--- src/rtl/jstk_multi_poller_if.sv ---
// Shared SPI bus to NUM_CH PmodJSTK joysticks: one SCLK/MOSI pair, one SS_n and one MISO per joystick.
// Latency: none, wires only.
// Backpressure: none; the master owns all timing and slaves only answer on miso.
// Ports: ss_n[NUM_CH] active-low selects, sclk idle-low clock, mosi master data, miso[NUM_CH] slave data.
interface jstk_multi_poller_if #(
   parameter int NUM_CH = 2
);
   logic [NUM_CH-1:0] ss_n;
   logic              sclk;
   logic              mosi;
   logic [NUM_CH-1:0] miso;

   modport master (output ss_n, output sclk, output mosi, input miso);
   modport slave  (input ss_n, input sclk, input mosi, output miso);
endinterface

--- src/rtl/jstk_multi_poller.sv ---
// Round-robin poller: one SPI master reads NUM_CH PmodJSTK joysticks and decodes X/Y into direction flags.
// Latency: one 5-byte transaction per poll tick; outputs and sample_valid update the cycle after DONE.
// Backpressure: none; a poll tick that arrives while a transaction is in flight is dropped and sets sticky overrun.
// Ports: ClkPort/Reset (async, active-high); led[2*NUM_CH] LED command bits; spi master modport (ss_n, sclk, mosi, miso);
//        pos_x/pos_y[10*NUM_CH], btn[3*NUM_CH], up/down/left/right[NUM_CH]; sample_valid/sample_ch update strobe; overrun.
module jstk_multi_poller #(
   parameter int NUM_CH      = 2,
   parameter int SCLK_HALF   = 50,
   parameter int SS_SETUP    = 1500,
   parameter int BYTE_GAP    = 1000,
   parameter int POLL_CYCLES = 500000,
   parameter int THR_HI      = 630,
   parameter int THR_LO      = 300,
   parameter int HYST        = 16
) (
   input  logic                  ClkPort,
   input  logic                  Reset,
   input  logic [2*NUM_CH-1:0]   led,
   jstk_multi_poller_if.master   spi,
   output logic [10*NUM_CH-1:0]  pos_x,
   output logic [10*NUM_CH-1:0]  pos_y,
   output logic [3*NUM_CH-1:0]   btn,
   output logic [NUM_CH-1:0]     up,
   output logic [NUM_CH-1:0]     down,
   output logic [NUM_CH-1:0]     left,
   output logic [NUM_CH-1:0]     right,
   output logic                  sample_valid,
   output logic [2:0]            sample_ch,
   output logic                  overrun
);

   localparam int CW   = (NUM_CH > 1) ? $clog2(NUM_CH) : 1;
   localparam int TMAX = (SCLK_HALF > SS_SETUP) ?
                         ((SCLK_HALF > BYTE_GAP) ? SCLK_HALF : BYTE_GAP) :
                         ((SS_SETUP > BYTE_GAP) ? SS_SETUP : BYTE_GAP);
   localparam int TW   = $clog2(TMAX + 1);
   localparam int PW   = $clog2(POLL_CYCLES + 1);

   // Thresholds widened once so every compare is plain unsigned 32-bit.
   localparam logic [31:0] R_SET = 32'(THR_HI);
   localparam logic [31:0] R_CLR = 32'(THR_HI - HYST);
   localparam logic [31:0] L_SET = 32'(THR_LO);
   localparam logic [31:0] L_CLR = 32'(THR_LO + HYST);

   typedef enum logic [2:0] {S_IDLE, S_SETUP, S_SHIFT, S_GAP, S_HOLD, S_DONE} state_t;

   state_t          state_q, state_nxt;
   logic [TW-1:0]   tmr_q;
   logic [PW-1:0]   poll_q;
   logic [CW-1:0]   ch_q;
   logic [2:0]      bit_q;
   logic [2:0]      byte_q;
   logic            sclk_q;
   logic [7:0]      tx_sr;
   logic [7:0]      rx_sr;
   logic [7:0]      x_lo, y_lo;
   logic [1:0]      x_hi, y_hi;
   logic [2:0]      rx_btn;
   logic [NUM_CH-1:0] ss_n_q;

   logic [9:0]      pos_x_r [NUM_CH];
   logic [9:0]      pos_y_r [NUM_CH];
   logic [2:0]      btn_r   [NUM_CH];
   logic [1:0]      led_ch  [NUM_CH];

   logic            tick, start, tmr_clr, sclk_rise, sclk_fall, byte_end;
   logic [31:0]     x32, y32;

   for (genvar i = 0; i < NUM_CH; i++) begin : g_ch
      assign pos_x[10*i +: 10] = pos_x_r[i];
      assign pos_y[10*i +: 10] = pos_y_r[i];
      assign btn[3*i +: 3]     = btn_r[i];
      assign led_ch[i]         = led[2*i +: 2];
   end

   assign tick     = (poll_q == PW'(POLL_CYCLES - 1));
   assign spi.sclk = sclk_q;
   assign spi.ss_n = ss_n_q;
   // Data only appears on the bus while shifting; it changes on falling edges so it is stable around each rise.
   assign spi.mosi = (state_q == S_SHIFT) && tx_sr[7];

   assign x32 = 32'({x_hi, x_lo});
   assign y32 = 32'({y_hi, y_lo});

   // Set wins, then clear, otherwise keep: values in the hysteresis band hold the previous flag.
   function automatic logic hyst(input logic prev, input logic set_c, input logic clr_c);
      return set_c ? 1'b1 : (clr_c ? 1'b0 : prev);
   endfunction

   always_ff @(posedge ClkPort or posedge Reset) begin
      if (Reset) state_q <= S_IDLE;
      else       state_q <= state_nxt;
   end

   always_comb begin
      state_nxt = state_q;
      start     = 1'b0;
      tmr_clr   = 1'b0;
      sclk_rise = 1'b0;
      sclk_fall = 1'b0;
      byte_end  = 1'b0;
      case (state_q)
         S_IDLE: begin
            tmr_clr = 1'b1;
            if (tick) begin
               start     = 1'b1;
               state_nxt = S_SETUP;
            end
         end
         S_SETUP: begin
            if (tmr_q == TW'(SS_SETUP - 1)) begin
               tmr_clr   = 1'b1;
               state_nxt = S_SHIFT;
            end
         end
         S_SHIFT: begin
            if (tmr_q == TW'(SCLK_HALF - 1)) begin
               tmr_clr = 1'b1;
               if (!sclk_q) begin
                  sclk_rise = 1'b1;
               end else begin
                  sclk_fall = 1'b1;
                  if (bit_q == 3'd7) begin
                     byte_end  = 1'b1;
                     state_nxt = (byte_q == 3'd4) ? S_HOLD : S_GAP;
                  end
               end
            end
         end
         S_GAP: begin
            if (tmr_q == TW'(BYTE_GAP - 1)) begin
               tmr_clr   = 1'b1;
               state_nxt = S_SHIFT;
            end
         end
         S_HOLD: begin
            if (tmr_q == TW'(SS_SETUP - 1)) begin
               tmr_clr   = 1'b1;
               state_nxt = S_DONE;
            end
         end
         S_DONE: begin
            tmr_clr   = 1'b1;
            state_nxt = S_IDLE;
         end
         default: state_nxt = S_IDLE;
      endcase
   end

   always_ff @(posedge ClkPort or posedge Reset) begin
      if (Reset) begin
         tmr_q        <= '0;
         poll_q       <= '0;
         ch_q         <= '0;
         bit_q        <= '0;
         byte_q       <= '0;
         sclk_q       <= 1'b0;
         tx_sr        <= '0;
         rx_sr        <= '0;
         x_lo         <= '0;
         y_lo         <= '0;
         x_hi         <= '0;
         y_hi         <= '0;
         rx_btn       <= '0;
         ss_n_q       <= '1;
         up           <= '0;
         down         <= '0;
         left         <= '0;
         right        <= '0;
         sample_valid <= 1'b0;
         sample_ch    <= '0;
         overrun      <= 1'b0;
         for (int i = 0; i < NUM_CH; i++) begin
            pos_x_r[i] <= '0;
            pos_y_r[i] <= '0;
            btn_r[i]   <= '0;
         end
      end else begin
         poll_q <= tick ? '0 : poll_q + 1'b1;
         tmr_q  <= tmr_clr ? '0 : tmr_q + 1'b1;
         if (tick && (state_q != S_IDLE)) overrun <= 1'b1;

         // Select follows the next state so it drops with SETUP entry and rises with DONE entry.
         if ((state_nxt == S_SETUP) || (state_nxt == S_SHIFT) ||
             (state_nxt == S_GAP)   || (state_nxt == S_HOLD))
            ss_n_q <= ~(NUM_CH'(1) << ch_q);
         else
            ss_n_q <= '1;

         if (start) begin
            tx_sr  <= {6'b100000, led_ch[ch_q]};
            bit_q  <= '0;
            byte_q <= '0;
         end
         if (sclk_rise) begin
            sclk_q <= 1'b1;
            rx_sr  <= {rx_sr[6:0], spi.miso[ch_q]};
         end
         if (sclk_fall) begin
            sclk_q <= 1'b0;
            tx_sr  <= {tx_sr[6:0], 1'b0};
            bit_q  <= bit_q + 1'b1;
         end
         if (byte_end) begin
            byte_q <= byte_q + 1'b1;
            case (byte_q)
               3'd0:    x_lo   <= rx_sr;
               3'd1:    x_hi   <= rx_sr[1:0];
               3'd2:    y_lo   <= rx_sr;
               3'd3:    y_hi   <= rx_sr[1:0];
               default: rx_btn <= rx_sr[2:0];
            endcase
         end

         sample_valid <= (state_q == S_DONE);
         if (state_q == S_DONE) begin
            pos_x_r[ch_q] <= {x_hi, x_lo};
            pos_y_r[ch_q] <= {y_hi, y_lo};
            btn_r[ch_q]   <= rx_btn;
            right[ch_q]   <= hyst(right[ch_q], x32 >= R_SET, x32 < R_CLR);
            left[ch_q]    <= hyst(left[ch_q],  x32 <= L_SET, x32 > L_CLR);
            up[ch_q]      <= hyst(up[ch_q],    y32 >= R_SET, y32 < R_CLR);
            down[ch_q]    <= hyst(down[ch_q],  y32 <= L_SET, y32 > L_CLR);
            sample_ch     <= 3'(ch_q);
            ch_q          <= (ch_q == CW'(NUM_CH - 1)) ? '0 : ch_q + 1'b1;
         end
      end
   end

endmodule

--- src/flat_wrapper.sv ---
// flat-port wrapper written by rule: the top's interface ports become plain ports
module jstk_multi_poller_flat 
#(
   parameter int NUM_CH      = 2,
   parameter int SCLK_HALF   = 50,
   parameter int SS_SETUP    = 1500,
   parameter int BYTE_GAP    = 1000,
   parameter int POLL_CYCLES = 500000,
   parameter int THR_HI      = 630,
   parameter int THR_LO      = 300,
   parameter int HYST        = 16
)
  (ClkPort, Reset, led, pos_x, pos_y, btn, up, down, left, right, sample_valid, sample_ch, overrun, spi_ss_n, spi_sclk, spi_mosi, spi_miso);
  jstk_multi_poller_if #(.NUM_CH(NUM_CH)) spi_i ();
  input  logic ClkPort;
  input  logic Reset;
  input  logic [2*NUM_CH-1:0] led;
  output logic [10*NUM_CH-1:0] pos_x;
  output logic [10*NUM_CH-1:0] pos_y;
  output logic [3*NUM_CH-1:0] btn;
  output logic [NUM_CH-1:0] up;
  output logic [NUM_CH-1:0] down;
  output logic [NUM_CH-1:0] left;
  output logic [NUM_CH-1:0] right;
  output logic sample_valid;
  output logic [2:0] sample_ch;
  output logic overrun;
  output wire logic [$bits(spi_i.ss_n)-1:0] spi_ss_n;
  output wire logic [$bits(spi_i.sclk)-1:0] spi_sclk;
  output wire logic [$bits(spi_i.mosi)-1:0] spi_mosi;
  input wire logic [$bits(spi_i.miso)-1:0] spi_miso;
  assign spi_ss_n = spi_i.ss_n;
  assign spi_sclk = spi_i.sclk;
  assign spi_mosi = spi_i.mosi;
  assign spi_i.miso = spi_miso;
  jstk_multi_poller #(.NUM_CH(NUM_CH), .SCLK_HALF(SCLK_HALF), .SS_SETUP(SS_SETUP), .BYTE_GAP(BYTE_GAP), .POLL_CYCLES(POLL_CYCLES), .THR_HI(THR_HI), .THR_LO(THR_LO), .HYST(HYST)) u_core (.ClkPort(ClkPort), .Reset(Reset), .led(led), .spi(spi_i), .pos_x(pos_x), .pos_y(pos_y), .btn(btn), .up(up), .down(down), .left(left), .right(right), .sample_valid(sample_valid), .sample_ch(sample_ch), .overrun(overrun));
endmodule
--- config.mk ---
export PLATFORM = sky130hd
export DESIGN_NAME = jstk_multi_poller_flat
export DESIGN_NICKNAME = d
export VERILOG_FILES = /design/src/rtl/jstk_multi_poller_if.sv /design/src/rtl/jstk_multi_poller.sv /design/src/flat_wrapper.sv
export SDC_FILE = /design/constraint.sdc
export NUM_CORES = 1
export LEC_CHECK = 0
export BUFFER_PORTS_ARGS = -buffer_cell sky130_fd_sc_hd__buf_2
export CAP_MARGIN = 20
export CORE_MARGIN = 2
export CORE_UTILIZATION = 43
export CTS_CLUSTER_DIAMETER = 100
export DETAILED_ROUTE_END_ITERATION = 16
export PLACE_DENSITY = 0.61
export SYNTH_ARGS = -nofsm -noshare
export SYNTH_HDL_FRONTEND = slang
export SYNTH_SLANG_ARGS = --single-unit
export TNS_END_PERCENT = 10
--- constraint.sdc ---
create_clock -name ClkPort -period 4.23 [get_ports ClkPort]
set_input_delay 0.846 -clock ClkPort [delete_from_list [all_inputs] [get_ports ClkPort]]
set_output_delay 0.846 -clock ClkPort [all_outputs]
set_load 0.01 [all_outputs]
* Word level (Yosys, flattened, before mapping)
Cells that the tools add are included.
** Storage, ports and cells
- Output and inout port bits :: 63
- Register bits :: 139
- Logic and storage cells :: 158
- Input port bits :: 8
** Operators by class
- Shift operators :: 1
- Eq/ne operators :: 18
- Order comparisons :: 12
- Reduce and logical (&&, ||, !) cells :: 21
- Bitwise gates (word level) :: 3
- Add/sub/neg operators :: 5
- Multiplexer cells :: 70
** Operators with widths (number)
- 20-bit bitwise mux :: 2
- 1-bit 2-to-1 mux :: 37
- 3-bit 2-to-1 mux :: 12
- 10-bit >= comparator (second input constant) :: 2
- 10-bit by 9-bit > comparator with 1-bit output (second input constant) :: 2
- 10-bit by 9-bit <= comparator with 1-bit output (second input constant) :: 2
- 10-bit < comparator (second input constant) :: 2
- 19-bit by 1-bit adder with 19-bit output (second input constant) :: 1
- 19-bit equality test (second input constant) :: 1
- 19-bit 2-to-1 mux :: 1
- 3-bit by 2-bit equality test with 1-bit output (second input constant) :: 6
- 8-bit 2-to-1 mux :: 2
- 3-bit equality test (second input constant) :: 5
- 3-bit case mux with 5 select lines :: 1
- 11-bit by 1-bit adder with 11-bit output (second input constant) :: 1
- 11-bit by 10-bit equality test with 1-bit output (second input constant) :: 1
- 11-bit equality test (second input constant) :: 1
- 11-bit by 6-bit equality test with 1-bit output (second input constant) :: 1
- 11-bit 2-to-1 mux :: 1
- 10-bit demux with 1-bit select :: 1
- 10-bit 2-to-1 mux :: 1
- 2-bit AND reduction :: 5
- 3-bit by 1-bit equality test with 1-bit output (second input constant) :: 3
- 2-bit bitwise mux :: 4
- other kinds (22) :: 35

* Logic depth before layout (Yosys ltp)
- Word-level depth :: 11
- Gate-level depth with buffers :: 8
- Gate-level depth less buffers :: 7

* Worst setup path before layout
No wires, ideal clock.
- Path type :: flip-flop to output port
- From :: reg u_core.state_q[1]
- To :: out spi_mosi
- Data required time :: 3.384 ns
- Path slack :: 2.333 ns
- Buffers on the path :: 1
- Arrival :: 1.051 ns
- Cell stages (with the launch flop) :: 4
- Cells stage by stage :: dfrtp_1 > clkbuf_1 > inv_1 > nor4_1
** Between the ends
- Word-level cells in the longest chain between the ends :: 2
** RTL lines
- start, declared :: line jstk_multi_poller.sv:47 : state_t state_q, state_nxt;
- start signal, assigned :: line jstk_multi_poller.sv:92 : else state_q <= state_nxt;
- 3-bit by 2-bit equality test with 1-bit output :: line jstk_multi_poller.sv:80 : assign spi.mosi = (state_q == S_SHIFT) && tx_sr[7];
- 1-bit logical AND :: line jstk_multi_poller.sv:80
- end, declared :: line flat_wrapper.sv:30 : output wire logic [$bits(spi_i.mosi)-1:0] spi_mosi;
No other way between the ends.

* Final worst setup path
Ends and elaborated chain as after synthesis.

==> out/results.txt <==
run status = finished, final reports clean
post-synthesis cell type count = 57
register bit total from synthesis = 139
Antenna Cells = 0
switching part of the total power = 20.36%
max_cap viols = 0
placeable core region = 13880 µm²
Detailed Place HPWL = 8876 µm
worst vdd ir = 0.2526 mV
Initial Util = 44.15%
final period utilization = 58.98%
number of fill cells = 1245
Final TNS setup = 0 ns
final WL = 12840 µm
global router's overall resource usage = 18.20%
# clock sinks = 139
grt ovf = 0
Max Slew Vio Count = 0
deepest clock path buffer count = 2
sequential share of power = 47.4%
final non-filler cell area = 7234 µm²
number of flops mapped to enable cells by yosys = 0
classification of the worst-slack hold path = in -> async
register area share after synthesis = 56.80%
non-filler cells in the finished layout = 843
startpoint type of the worst setup path = flop
Crit Path Max Fanout = 11
clock tree from TritonCTS = yes
Worst Setup Path Type = reg -> out
share of synthesized registers carrying an async set or reset = 100.0%
count of nets left with antenna violations after detail routing = 0
proportion of power drawn by the clock network = 51.2%
global-route wire length before repair = 21450 µm
Iter 0 DRT Violations = 291
initial antenna violation count = 0
Post-CTS Hold Fix Bufs = 0
Post CTS Setup Buffer Count = 0
TritonCTS buffer count = 17
DRC errors left = 0
final worst path period need = 2.495 ns
number of nets in the final layout = 669
synthesized instance count = 582
Resized cells post-CTS = 0
Final Util = 52.12%
height of the chip = 123.4 µm
die outline area = 15220 µm²
ys flop type = sky130_fd_sc_hd__dfrtp_1
number of I/O port buffers = 68
area grow syn2layout = 18.05%
Clk pin slew, worst setup/hold paths = 0.06 ns
setup repair after global routing missed its margin = no
share of layout cells above drive strength 1 = 23.23%
root buffer selected by CTS = sky130_fd_sc_hd__clkbuf_16
maximum clock rate = 400.9 MHz
synthesized area = 6128 µm²
combinational power share = 1.3%
worst clock skew = 0.008847 ns
most common cell after layout, fill and taps aside = sky130_fd_sc_hd__nand2_1
number of placement rows = 43
standby leakage power = 3.780 nW
setup violators final = 0
post-detailed-route wirelength per cell = 15.23 µm
Internal Pwr Total = 2.235 mW
Tightest Pin Transition = 1.030 ns
CP Capture Type = output pin
Post-Syn Area per Cell = 10.53 µm²
Synth Warn # = 0
Max H-tree Level = 4
gp weighted congestion = 0.7917
vias in the first global route = 4484
Arr. time, crit path = 1.65 ns
vias = 4410
die extent in x = 123.4 µm
cell count after placement = 811
largest net degree at the start of global routing = 51
DRT Pass-1 Iters = 5
Fin. Hold Viols = 0
Required @ worst endpoint = 3.38 ns
footprint of the multi-input gates = 2474 µm²
Area after DPL = 6635 µm²
headroom to the max-slew limit = 31.35%
I/O pin count = 71
cell area power density = 387.9 nW/µm²
Skew-Pair Late Insertion Delay = 0.42 ns
vias per cell = 5.231
footprint of the flip-flops and latches = 3481 µm²
commonest non-fill, non-tap cells in the layout = 164 x sky130_fd_sc_hd__nand2_1, 137 x sky130_fd_sc_hd__dfrtp_1, 68 x sky130_fd_sc_hd__buf_2
net switching power figure = 0.5715 mW
-- cell usage after synthesis, drive strengths merged (2+ instances only) --
master | n | area share [%]
nor2 | 38 | 2.4
nor2b | 2 | 0.20
o21ai | 13 | 1.1
clkbuf | 14 | 1.0
xnor2 | 13 | 1.9
and3 | 6 | 0.67
xor2 | 11 | 1.6
dfstp | 2 | 0.86
nand4 | 9 | 0.92
o211a | 3 | 0.49
nor4bb | 3 | 0.49
ha | 10 | 2.0
mux2i | 4 | 0.65
a31oi | 2 | 0.20
mux2 | 37 | 6.8
buf | 10 | 1.1
a21o | 4 | 0.49
and2 | 7 | 0.74
nor3b | 2 | 0.24
a2111oi | 2 | 0.29
nand2 | 165 | 10
maj3 | 4 | 0.65
nor4 | 3 | 0.55
a311o | 2 | 0.33
nor3 | 7 | 0.57
a22o | 7 | 1.0
a21oi | 8 | 0.65
inv | 13 | 0.80
nor4b | 4 | 0.82
nand3 | 21 | 1.8
and4 | 6 | 0.90
dfrtp | 137 | 56
-- layer usage --
metal	routed length [µm]	vias up	GRT usage, %
met5	0	-	0
met4	136	0	5.398
met3	477	11	4.566
met2	6466	89	31.15
met1	5759	2211	22.75
li1	-	2099	-
-- worst max-delay path: stages (launching register included) --
cell and delay (ns):
sky130_fd_sc_hd__dfrtp_1 0.53, sky130_fd_sc_hd__inv_1 0.17, sky130_fd_sc_hd__nor4_1 0.32, sky130_fd_sc_hd__buf_2 0.21
-- power groups by stage --
stage,clock [mW],combinational (mW),sequential [mW]
after CTS,1.47,0.0380,1.33
after global routing,1.52,0.0447,1.33
final,1.44,0.0377,1.33
after floorplan,0,0.0234,1.36
after global placement,0,0.0370,1.35
after detailed placement,0,0.0379,1.35
-- cell type report --
type	count	share of cell area, %
tap	180	3.113
multi-input combinational	407	34.19
timing repair buffer	73	5.846
sequential	139	48.11
clock buffer	21	6.365
inverter	13	0.7264
clock inverter	10	1.643
-- flip-flops by register name (all words and copies together), names as in the netlist, 3 cells and up --
name,flops
u_core.bit_q,3
u_core.btn,6
u_core.byte_q,3
u_core.poll_q,19
u_core.pos_x,20
u_core.pos_y,20
u_core.rx_btn,3
u_core.rx_sr,8
u_core.state_q,3
u_core.tmr_q,11
u_core.tx_sr,8
u_core.x_lo,8
u_core.y_lo,8
-- path summary, 6_finish.rpt --
path,slack (ns),endpoint,depth (start not counted),from
max,1.74,spi_mosi,3,u_core.state_q[1]
min,0.34,u_core.btn[1],2,Reset
max reg2reg,2.00,u_core.x_lo[0],5,u_core.state_q[0]
min reg2reg,0.45,u_core.overrun,1,u_core.overrun
max in group asynchronous,3.11,u_core.spi.ss_n[1],4,Reset
min in group ClkPort,0.45,u_core.overrun,1,u_core.overrun
-- logic make-up after synthesis --
logic type	Yosys count	synth area share (%)
other	1	0.06119
AO/OA/AOI/OAI	47	5.390
XOR/XNOR	24	3.430
multiplexers	41	7.452
flip-flops	139	56.80
AND/OR/NAND/NOR	279	21.27
adder cells (fa/ha/maj)	14	2.695
buffers and inverters	37	2.899
-- stage by stage --
stage               power [mW]  setup WS [ns]  hold slack, ns
finish                   2.807          1.735          0.3361
global route             2.898          1.630          0.3341
floorplan                1.378          1.651          0.4476
global placement         1.392          1.874          0.4346
detailed placement       1.393          2.009          0.4428
CTS                      2.835          1.725          0.4609
Note: power is estimated with default switching activity, not from simulation.
